--- config.mk ---
export PLATFORM = sky130hd
export DESIGN_NAME = muldiv_unit
export DESIGN_NICKNAME = d
export VERILOG_FILES = /design/src/rtl/muldiv_unit.sv
export SDC_FILE = /design/constraint.sdc
export NUM_CORES = 1
export LEC_CHECK = 0
export ABC_AREA = 1
export CORE_MARGIN = 2
export CORE_UTILIZATION = 45
export CTS_CLUSTER_SIZE = 10
export DETAILED_ROUTE_END_ITERATION = 7
export PLACE_DENSITY = 0.63
export SLEW_MARGIN = 0
export SYNTH_ARGS = -nofsm -noshare
export SYNTH_HDL_FRONTEND = slang
export SYNTH_SLANG_ARGS = --single-unit
--- constraint.sdc ---
create_clock -name clk -period 3.8 [get_ports clk]
set_clock_uncertainty 0.2 [all_clocks]
set_input_delay 0.76 -clock clk [delete_from_list [all_inputs] [get_ports clk]]
set_output_delay 0.76 -clock clk [all_outputs]
set_load 0.1 [all_outputs]
--- src/rtl/muldiv_unit.sv ---
// Iterative WIDTH-bit multiply/divide unit returning its result as a single write-back beat.
// Define MULDIV_SIGNED_EN to enable two's-complement operation selected by op[2].
module muldiv_unit #(
    parameter int WIDTH  = 16,
    parameter int ADDR_W = 3
) (
    input  logic              clk,
    input  logic              rst,
    input  logic              start,
    input  logic [2:0]        op,
    input  logic [WIDTH-1:0]  src_a,
    input  logic [WIDTH-1:0]  src_b,
    input  logic [ADDR_W-1:0] dest,
    input  logic              abort,
    output logic              busy,
    output logic              wb_en,
    output logic [ADDR_W-1:0] wb_dest,
    output logic [WIDTH-1:0]  wb_data
);

    localparam logic [1:0] S_IDLE = 2'd0;
    localparam logic [1:0] S_RUN  = 2'd1;
    localparam logic [1:0] S_WB   = 2'd2;

    localparam int              CW       = (WIDTH > 1) ? $clog2(WIDTH) : 1;
    localparam logic [CW-1:0]   CNT_LAST = CW'(WIDTH - 1);

    logic [1:0]         state_q, state_d;
    logic [CW-1:0]      count_q, count_d;
    logic [1:0]         op_q, op_d;
    logic [ADDR_W-1:0]  dest_q, dest_d;
    logic [WIDTH-1:0]   opnd_q, opnd_d;
    logic [2*WIDTH-1:0] prod_q, prod_d;
    logic               wb_en_q, wb_en_d;
    logic [ADDR_W-1:0]  wb_dest_q, wb_dest_d;
    logic [WIDTH-1:0]   wb_data_q, wb_data_d;

    logic [WIDTH-1:0]   mag_a, mag_b;
    logic               div_zero;
    logic [2*WIDTH-1:0] fin;
    logic [WIDTH-1:0]   result;

    // Multiplier in low half, partial product accumulates into the high half.
    function automatic logic [2*WIDTH-1:0] mul_step(input logic [2*WIDTH-1:0] p,
                                                    input logic [WIDTH-1:0]   m);
        logic [WIDTH:0] s;
        s = {1'b0, p[2*WIDTH-1:WIDTH]} + (p[0] ? {1'b0, m} : {(WIDTH+1){1'b0}});
        return {s, p[WIDTH-1:1]};
    endfunction

    // Remainder in high half, dividend shifts out of / quotient shifts into the low half.
    function automatic logic [2*WIDTH-1:0] div_step(input logic [2*WIDTH-1:0] p,
                                                    input logic [WIDTH-1:0]   d);
        logic [WIDTH:0] sh;
        logic [WIDTH:0] tr;
        sh = {p[2*WIDTH-1:WIDTH], p[WIDTH-1]};
        tr = sh - {1'b0, d};
        if (tr[WIDTH]) return {sh[WIDTH-1:0], p[WIDTH-2:0], 1'b0};
        else           return {tr[WIDTH-1:0], p[WIDTH-2:0], 1'b1};
    endfunction

`ifdef MULDIV_SIGNED_EN
    logic sa, sb, neg_new;
    logic neg_q, neg_d;

    assign sa      = op[2] & src_a[WIDTH-1];
    assign sb      = op[2] & src_b[WIDTH-1];
    assign mag_a   = sa ? (~src_a + 1'b1) : src_a;
    assign mag_b   = sb ? (~src_b + 1'b1) : src_b;
    // Remainder follows the dividend's sign; products and quotients follow sa^sb.
    assign neg_new = div_zero ? 1'b0 : ((op[1:0] == 2'b11) ? sa : (sa ^ sb));
`else
    logic unused_op_sign;

    assign unused_op_sign = op[2];
    assign mag_a          = src_a;
    assign mag_b          = src_b;
`endif

    assign div_zero = op[1] && (src_b == '0);
    assign busy     = (state_q != S_IDLE);
    assign wb_en    = wb_en_q;
    assign wb_dest  = wb_dest_q;
    assign wb_data  = wb_data_q;

    always_comb begin
        fin = prod_q;
`ifdef MULDIV_SIGNED_EN
        if (neg_q) begin
            if (!op_q[1])      fin = ~prod_q + 1'b1;
            else if (op_q[0])  fin[2*WIDTH-1:WIDTH] = ~prod_q[2*WIDTH-1:WIDTH] + 1'b1;
            else               fin[WIDTH-1:0] = ~prod_q[WIDTH-1:0] + 1'b1;
        end
`endif
        result = op_q[0] ? fin[2*WIDTH-1:WIDTH] : fin[WIDTH-1:0];
    end

    always_comb begin
        state_d   = state_q;
        count_d   = count_q;
        op_d      = op_q;
        dest_d    = dest_q;
        opnd_d    = opnd_q;
        prod_d    = prod_q;
        wb_en_d   = 1'b0;
        wb_dest_d = wb_dest_q;
        wb_data_d = wb_data_q;
`ifdef MULDIV_SIGNED_EN
        neg_d     = neg_q;
`endif
        case (state_q)
            S_IDLE: begin
                if (start && !abort) begin
                    op_d    = op[1:0];
                    dest_d  = dest;
                    count_d = '0;
`ifdef MULDIV_SIGNED_EN
                    neg_d   = neg_new;
`endif
                    // Divide by zero preloads quotient=all ones, remainder=dividend.
                    if (div_zero) begin
                        state_d = S_WB;
                        prod_d  = {src_a, {WIDTH{1'b1}}};
                        opnd_d  = '0;
                    end else if (op[1]) begin
                        state_d = S_RUN;
                        prod_d  = {{WIDTH{1'b0}}, mag_a};
                        opnd_d  = mag_b;
                    end else begin
                        state_d = S_RUN;
                        prod_d  = {{WIDTH{1'b0}}, mag_b};
                        opnd_d  = mag_a;
                    end
                end
            end
            S_RUN: begin
                if (abort) begin
                    state_d = S_IDLE;
                    count_d = '0;
                end else begin
                    prod_d  = op_q[1] ? div_step(prod_q, opnd_q) : mul_step(prod_q, opnd_q);
                    count_d = count_q + 1'b1;
                    if (count_q == CNT_LAST) begin
                        state_d = S_WB;
                        count_d = '0;
                    end
                end
            end
            S_WB: begin
                state_d = S_IDLE;
                if (!abort) begin
                    wb_en_d   = 1'b1;
                    wb_dest_d = dest_q;
                    wb_data_d = result;
                end
            end
            default: state_d = S_IDLE;
        endcase
    end

    always_ff @(posedge clk or negedge rst) begin
        if (!rst) begin
            state_q   <= S_IDLE;
            count_q   <= '0;
            op_q      <= '0;
            dest_q    <= '0;
            opnd_q    <= '0;
            prod_q    <= '0;
            wb_en_q   <= 1'b0;
            wb_dest_q <= '0;
            wb_data_q <= '0;
        end else begin
            state_q   <= state_d;
            count_q   <= count_d;
            op_q      <= op_d;
            dest_q    <= dest_d;
            opnd_q    <= opnd_d;
            prod_q    <= prod_d;
            wb_en_q   <= wb_en_d;
            wb_dest_q <= wb_dest_d;
            wb_data_q <= wb_data_d;
        end
    end

`ifdef MULDIV_SIGNED_EN
    always_ff @(posedge clk or negedge rst) begin
        if (!rst) neg_q <= 1'b0;
        else      neg_q <= neg_d;
    end
`endif

endmodule

==> results of run 1 <==
-- worst max-delay path, stage by stage, from the launching register on --
cell	delay [ns]
dfrtp_1	0.36
inv_1	0.09
ha_1	0.26
fa_1	0.45
inv_1	0.14
nand3_1	0.08
nand2_1	0.15
nand2_1	0.07
nand2_1	0.12
nand2_1	0.11
nand3_2	0.33
nand2_4	0.21
nand2_1	0.11
nand2_1	0.05
nand2_1	0.06
nand2_1	0.06
nand2_1	0.05
nand2_1	0.04
-- state kept, by name, summed over array words and instances (netlist names) --
| name | cells |
|---|---|
| wb_dest | 3 |
| wb_data | 16 |
| wb_en | 1 |
| state_q | 2 |
| count_q | 4 |
| dest_q | 3 |
| op_q | 2 |
| fin | 32 |
| opnd_q | 16 |
-- final timing paths --
kind | to | cells past startpoint | slack [ns]
max | fin[30] | 17 | 0.74
min | opnd_q[15] | 1 | 0.19
max reg2reg | fin[30] | 17 | 0.74
min reg2reg | wb_data[13] | 2 | 0.28
max in group asynchronous | fin[23] | 2 | 2.47
min in group clk | wb_data[13] | 2 | 0.28
-- power groups by stage --
stage          Clock, mW  Combinational (mW)  Sequential (mW)
2_1_floorplan          0                1.93             1.96
3_3_place_gp           0                3.39             1.36
3_5_place_dp           0                3.42             1.37
4_1_cts            0.917                3.43             1.36
5_1_grt            0.953                3.84             1.39
6_report           0.898                3.44             1.35
-- kinds of logic (layout without fill, tap and decap cells) --
kind of cell,count (synthesis),after routing,share of synthesized area (%)
AO/OA/AOI/OAI,189,189,14.6
XOR/XNOR,10,10,1.31
adder cells (fa/ha/maj),35,35,6.78
buffers and inverters,216,263,12.6
flip-flops,79,79,29.6
AND/OR/NAND/NOR,575,575,35.0
-- cell type report --
cell class	instances	area [sq um]
Inverter	171	642
Fill cell	1526	6800
Sequential cell	79	1980
Timing Repair Buffer	76	718
Multi-Input combinational cell	809	3860
Clock buffer	9	225
Tap cell	184	230
Clock inverter	7	78.8
-- synthesized netlist by cell type, drive strengths merged --
cell type	count
a21oi	71
xnor2	1
o22ai	8
nor2	43
clkbuf	32
a21o	1
nand3	80
a31oi	1
or2	1
dfrtp	79
a32o	1
o21ai	102
xor2	9
fa	2
buf	13
and2	5
nor4	4
nand2	430
inv	168
nand4	6
o211ai	2
o31ai	1
nor3	6
clkinv	3
o21bai	2
ha	33
-- routing by layer --
layer	global-route usage (%)	vias up
met5	0	-
met4	9.83	0
met3	3.27	35
met2	42.4	204
met1	38.1	3233
li1	-	3562
==> impl_metrics.toml, run 1 <==
[status]
status = "completed"

[route]
drt_first_pass_iters = 5
dr_wl_met2_microns = 9210
avgRoutedWirePerCell_microns = 15.4
wl_microns = 20500
m1WireLength_microns = 9650
top_layer_used = "met4"
remaining_drc_errors = 0
first_iter_violations = 470
antenna_left = 0
vias_per_cell = 5.27
vias = 7034
wl_met3_microns = 1040

[placed_design]
gp_congestion = 0.927
place_area_sq_mm = 0.00743
io_buffers = 61
dp_hpwl_microns = 15700
place_ws_ns = 0.534
placed_cells = 1319

[pwr]
ir_drop_v = 0.000337
p_int_mw = 2.64
pwr-share-clk_pct = 15.8
seqPwrFrac_pct = 23.8
powerDensity_mw_per_mm2 = 735
power.net_switching_mw = 3.04
swShare_pct = 53.5
power_frac_comb_pct = 60.4
finalPower_mw = 5.69
p_leak_nw = 4.24

[sta]
finalSetupTns_ns = 0
fin_ws_ns = 0.742
worst_pin_slew_ns = 0.973
rsz0062_at_grt = "false"
setup_viol = 0
maxSlewViolCount = 0
timing.slew.headroom_pct = 34.9
fin_crit_ns = 3.06
hold_viol_final = 0
fin_crit_sh_pct = 80.5
holdWs_ns = 0.190
max_freq_ghz = 0.327

[global_routing]
first_global_vias = 6511
grt_max_degree = 40
grt_overflow_total = 0
grt_first_pass_wirelength_microns = 33800
antenna_found_initial = 0
track_usage_pct = 26.9

[clock_tree]
cts_setup_buffers = 0
insertion_delay_ns = 0.35
clk_pin_slew_ns = 0.07
cts_tree = "built"
cts-root-buf = "clkbuf_16"
cts-htree-levels = 3
cts_inserted_buffers = 9
cts_sinks = 79
holdBufCountCts = 0
cts_buffer_depth = 2
cts_resized = 0

[job]
maxCapViolations = 0

[floorplan]
start_util_pct = 46.0
core_area_sq_mm = 0.0145
die_y_microns = 126
row_count = 44
ios = 63
dieArea_sq_mm = 0.0158
die_w_microns = 126

[layout]
nNetsFinal = 1223
layout_commonest_cell = "nand2_1"
stdcell_count = 1335
final_cell_mix = "428 x nand2_1, 167 x inv_1, 100 x o21ai_0"
drive_above_1_share_pct = 3.56
final_util_pct = 53.2
finalInstanceArea_sq_mm = 0.00773
antenna_cells = 0
syn2layout_area_growth_pct = 15.8

[hold_path]
min_path_type = "in2async"

[synthesis]
yosys.area.top_type = "dfrtp_1"
ys_top_cells_by_area = "dfrtp_1 30%, nand2_1 24%, inv_1 9.4%, o21ai_0 7.5%, ha_1 6.2%"
synth_top_area_share_pct = 29.6
synth.distinct_cells = 35
syn-cell-area_sq_mm = 0.00668
ys_seq_area_share_pct = 29.6
synth_fp_nets = 1181
yosys_warnings = 0
syn_avg_cell_area_sq_um = 6.05
ys_ff_latch = 79
synth_cells = 1104

[setup_path]
critPathCaptureType = "register"
criticalPathCategory = "reg2reg"
rr_startpoint = "fin[15]"
cp-start-kind = "register"
cp_max_fo = 17
worstSetupStartpoint = "fin[15]"
cp_data_required_time_ns = 3.84
critPathArrivalTime_ns = 3.10
Note: power is estimated with default switching activity, not from simulation.
==> inputs of run 2 (changes only) <==
==> constraint.sdc (replaced) <==
create_clock -name clk -period 3.19 [get_ports clk]
set_clock_uncertainty 0.2 [all_clocks]
set_input_delay 0.638 -clock clk [delete_from_list [all_inputs] [get_ports clk]]
set_output_delay 0.638 -clock clk [all_outputs]
set_load 0.1 [all_outputs]
==> impl_metrics.toml, run 2 (same netlist as run 1, synthesis figures left out) <==
[status]
status = "completed"

[floorplan]
start_util_pct = 46.0
die_y_microns = 126
dieArea_sq_mm = 0.0158
ios = 63
die_w_microns = 126
row_count = 44
core_area_sq_mm = 0.0145

[route]
vias = 6989
wl_microns = 20500
vias_per_cell = 5.22
drt_first_pass_iters = 5
first_iter_violations = 582
avgRoutedWirePerCell_microns = 15.3
antenna_left = 0
remaining_drc_errors = 0

[setup_path]
cp_top_family = "simple AND/OR/NAND/NOR gates"
criticalPathCategory = "reg2reg"
critPathArrivalTime_ns = 2.84
crit_chain = "inv_1 > ha_1 > fa_1 > inv_1 > nand3_1 > nand2_1 > nand2_1 > nand2_1 > nand2_1 > nand2_1 > nand2_4 > nand2_4 > nand2_1 > nand3_1 > nand2_1 > nand2_1 > nand2_1"
slowest_stage = "fa_1"
critPathCaptureType = "register"
cp_data_required_time_ns = 3.23
worst_path_most_repeated_cell = "nand2_1"
crit_path_max_incr_delay_ns = 0.43
cp-start-kind = "register"
path_buf_inv = 2
cp_max_fo = 17

[placed_design]
gp_congestion = 0.973
dp_hpwl_microns = 15600
place_area_sq_mm = 0.00741
io_buffers = 61

[sta]
finalSetupTns_ns = 0
maxSlewViolCount = 0
timing.slew.headroom_pct = 44.4
setup_viol = 0
fin_crit_sh_pct = 87.8
max_freq_ghz = 0.357
hold_viol_final = 0
fin_crit_ns = 2.80
rsz0062_at_grt = "false"
worst_pin_slew_ns = 0.829

[global_routing]
track_usage_pct = 26.6
first_global_vias = 6575
grt_first_pass_wirelength_microns = 33700
grt_overflow_total = 0
grt_max_degree = 49
antenna_found_initial = 0

[layout]
layout_commonest_cell = "nand2_1"
drive_above_1_share_pct = 5.55
nNetsFinal = 1226
final_util_pct = 53.1
antenna_cells = 0
syn2layout_area_growth_pct = 15.5
largest_register_ff_count = 32
finalInstanceArea_sq_mm = 0.00772
final_cell_mix = "428 x nand2_1, 167 x inv_1, 100 x o21ai_0"

[clock_tree]
clk_pin_slew_ns = 0.07
cts-htree-levels = 3
cts_sinks = 79
cts_resized = 0
cts_inserted_buffers = 9
cts_tree = "built"
cts_buffer_depth = 2
insertion_delay_ns = 0.35
cts_setup_buffers = 0
holdBufCountCts = 0
cts-root-buf = "clkbuf_16"

[job]
maxCapViolations = 0

[pwr]
finalPower_mw = 6.77
powerDensity_mw_per_mm2 = 877
ir_drop_v = 0.000441
p_leak_nw = 4.29

[hold_path]
min_path_type = "in2async"
[run 2: cell types whose count changed in the layout (fill, tap and decap cells not counted), sizes merged]
cell and delta:
buf +23, clkdlybuf4s50 -20, clkinv -1, clkinvlp +1
[run 2: layout make-up]
class                   count  area (sq um)
clock buffers               9           225
multi-input cells         809          3860
well taps                 184           230
repair buffers             79           703
inverters                 171           642
flip-flops and latches     79          1980
fillers                  1521          6820
clock inverters             7          80.1
[run 2: layer usage]
metal / global-route usage [%] / vias to the layer above / part of all wire (%)
li1: - / 3559 / -
met1: 37.7 / 3177 / 47
met2: 41.7 / 207 / 44
met3: 3.82 / 46 / 5.5
met4: 9.95 / 0 / 3.4
met5: 0 / - / 0
[run 2: through the flow]
step	hold WS [ns]	std cells	setup slack, ns
after floorplan	0.142	1104	0.685
after global placement	0.265	1322	0.431
after detailed placement	0.262	1322	0.352
after CTS	0.149	1338	0.379
after global routing	0.186	1338	0.141
final	0.123	1338	0.389
[run 2: final timing paths]
kind / slack (ns) / start / endpoint / cells after the start
max: 0.39 / fin[15] / fin[20] / 17
min: 0.12 / rst / opnd_q[15] / 1
max reg2reg: 0.39 / fin[15] / fin[20] / 17
min reg2reg: 0.28 / wb_data[12] / wb_data[12] / 2
max in group asynchronous: 2.04 / rst / wb_data[6] / 2
min in group clk: 0.28 / wb_data[12] / wb_data[12] / 2
[run 2: power by group]
group	switching [mW]	total, mW	internal, mW	leakage (nW)
sequential	0.253	1.57	1.31	0.999
clock	0.460	1.07	0.615	0.136
combinational	2.93	4.12	1.20	3.15
total	3.64	6.77	3.13	4.29
==> inputs of run 3 (changes only) <==
--- a/config.mk
+++ b/config.mk
@@ -11,6 +11,7 @@
 export CTS_CLUSTER_SIZE = 10
 export DETAILED_ROUTE_END_ITERATION = 7
 export PLACE_DENSITY = 0.63
+export RECOVER_POWER = 50
 export SLEW_MARGIN = 0
 export SYNTH_ARGS = -nofsm -noshare
 export SYNTH_HDL_FRONTEND = slang
==> impl_metrics.toml, run 3 (same netlist as run 1, synthesis figures left out) <==
[layout]
fillers = 1528
register_area_sq_mm = 0.00198
layout_commonest_cell = "nand2_1"
nNetsFinal = 1226
final_cell_mix = "428 x nand2_1, 167 x inv_1, 100 x o21ai_0"
syn2layout_area_growth_pct = 14.9
antenna_cells = 0
multi_input_area_sq_mm = 0.00385
stdcell_count = 1338
largest_register_ff_count = 32
drive_above_1_share_pct = 5.03

[global_routing]
grt_overflow_total = 0
first_global_vias = 6575
grt_first_pass_wirelength_microns = 33700
track_usage_pct = 26.6
grt_max_degree = 49
antenna_found_initial = 0

[route]
wl_microns = 20400
drt_first_pass_iters = 7
antenna_left = 0
vias = 7012
m1WireLength_microns = 9450
top_layer_used = "met4"
vias_per_cell = 5.24
remaining_drc_errors = 0
first_iter_violations = 568
avgRoutedWirePerCell_microns = 15.3
wl_met3_microns = 1210
dr_wl_met2_microns = 9050

[placed_design]
gp_congestion = 0.973
io_buffers = 61
placed_cells = 1322
dp_hpwl_microns = 15600

[pwr]
p_leak_nw = 4.26
p_int_mw = 3.11
power.net_switching_mw = 3.64
powerDensity_mw_per_mm2 = 879
seqPwrFrac_pct = 23.2
power_frac_comb_pct = 60.8
swShare_pct = 53.9
ir_drop_v = 0.000442
pwr-share-clk_pct = 15.9

[sta]
setup_viol = 0
fin_crit_sh_pct = 87.7
finalSetupTns_ns = 0
timing.slew.headroom_pct = 12.4
hold_viol_final = 0
worst_pin_slew_ns = 1.31
rsz0062_at_grt = "false"
fin_crit_ns = 2.80
max_freq_ghz = 0.357
maxSlewViolCount = 0

[setup_path]
cp-start-kind = "register"
criticalPathCategory = "reg2reg"
critPathArrivalTime_ns = 2.84
worstRegToRegCells = 17
rr_startpoint = "fin[15]"
worstSetupStartpoint = "fin[15]"
cp_max_fo = 17
cp_data_required_time_ns = 3.23
critPathCaptureType = "register"

[clock_tree]
cts_inserted_buffers = 9
cts_tree = "built"
cts_sinks = 79
insertion_delay_ns = 0.35
cts_resized = 0
cts_setup_buffers = 0
holdBufCountCts = 0
cts-htree-levels = 3
cts-root-buf = "clkbuf_16"
clk_pin_slew_ns = 0.07
cts_buffer_depth = 2

[floorplan]
die_w_microns = 126
die_y_microns = 126
row_count = 44
dieArea_sq_mm = 0.0158
core_area_sq_mm = 0.0145
start_util_pct = 46.0
ios = 63

[job]
maxCapViolations = 0

[hold_path]
worstHoldStart = "wb_data[12]"
min_path_type = "reg2reg"
holdPathStages = 2

[status]
status = "completed"
==> run 3: path summary, 6_finish.rpt <==
kind,slack [ns],end
setup reg to reg,0.39,fin[20]
setup / recovery,0.39,fin[20]
min in group asynchronous,0.37,opnd_q[15]
max in group asynchronous,0.96,wb_data[6]
hold reg to reg,0.27,wb_data[12]
hold / removal,0.27,wb_data[12]
==> run 3: routing by layer <==
metal / track usage (%) / vias up
met5: 0 / -
met4: 9.95 / 0
met3: 3.82 / 47
met2: 41.7 / 230
met1: 37.7 / 3173
li1: - / 3562
==> run 3: final cells by class <==
type | instances | area share (%)
flip-flops and latches | 79 | 25.8
well taps | 184 | 3.00
multi-input cells | 809 | 50.2
clock buffers | 9 | 2.93
repair buffers | 79 | 8.69
inverters | 171 | 8.36
clock inverters | 7 | 1.04
==> run 3: through the flow <==
stage | hold WS [ns] | setup slack, ns | power (mW) | cell area, sq um | util (%)
floorplan | 0.142 | 0.685 | 4.63 | 6680 | -
global placement | 0.265 | 0.431 | 5.65 | 7410 | 51.0
detailed placement | 0.262 | 0.352 | 5.68 | 7410 | 51.0
CTS | 0.149 | 0.379 | 6.78 | 7720 | 53.1
global route | 0.315 | 0.141 | 7.34 | 7680 | 52.8
finish | 0.271 | 0.392 | 6.75 | 7680 | 52.8
==> run 3: power by group through the flow <==
stage	registers, mW	clock network, mW	logic [mW]
after floorplan	2.33	0	2.30
after global placement	1.58	0	4.07
after detailed placement	1.59	0	4.09
after CTS	1.57	1.10	4.11
after global routing	1.61	1.14	4.58
final	1.57	1.07	4.10
==> run 3: critical path: stages (launching register included) <==
cell     delay [ns]
dfrtp_1        0.34
inv_1          0.08
ha_1           0.22
fa_1           0.43
inv_1          0.13
nand3_1        0.07
nand2_1        0.14
nand2_1        0.07
nand2_1        0.09
nand2_1        0.11
nand2_1        0.12
nand2_4        0.14
nand2_4        0.21
nand2_1        0.08
nand3_1        0.07
nand2_1        0.07
nand2_1        0.06
nand2_1        0.05
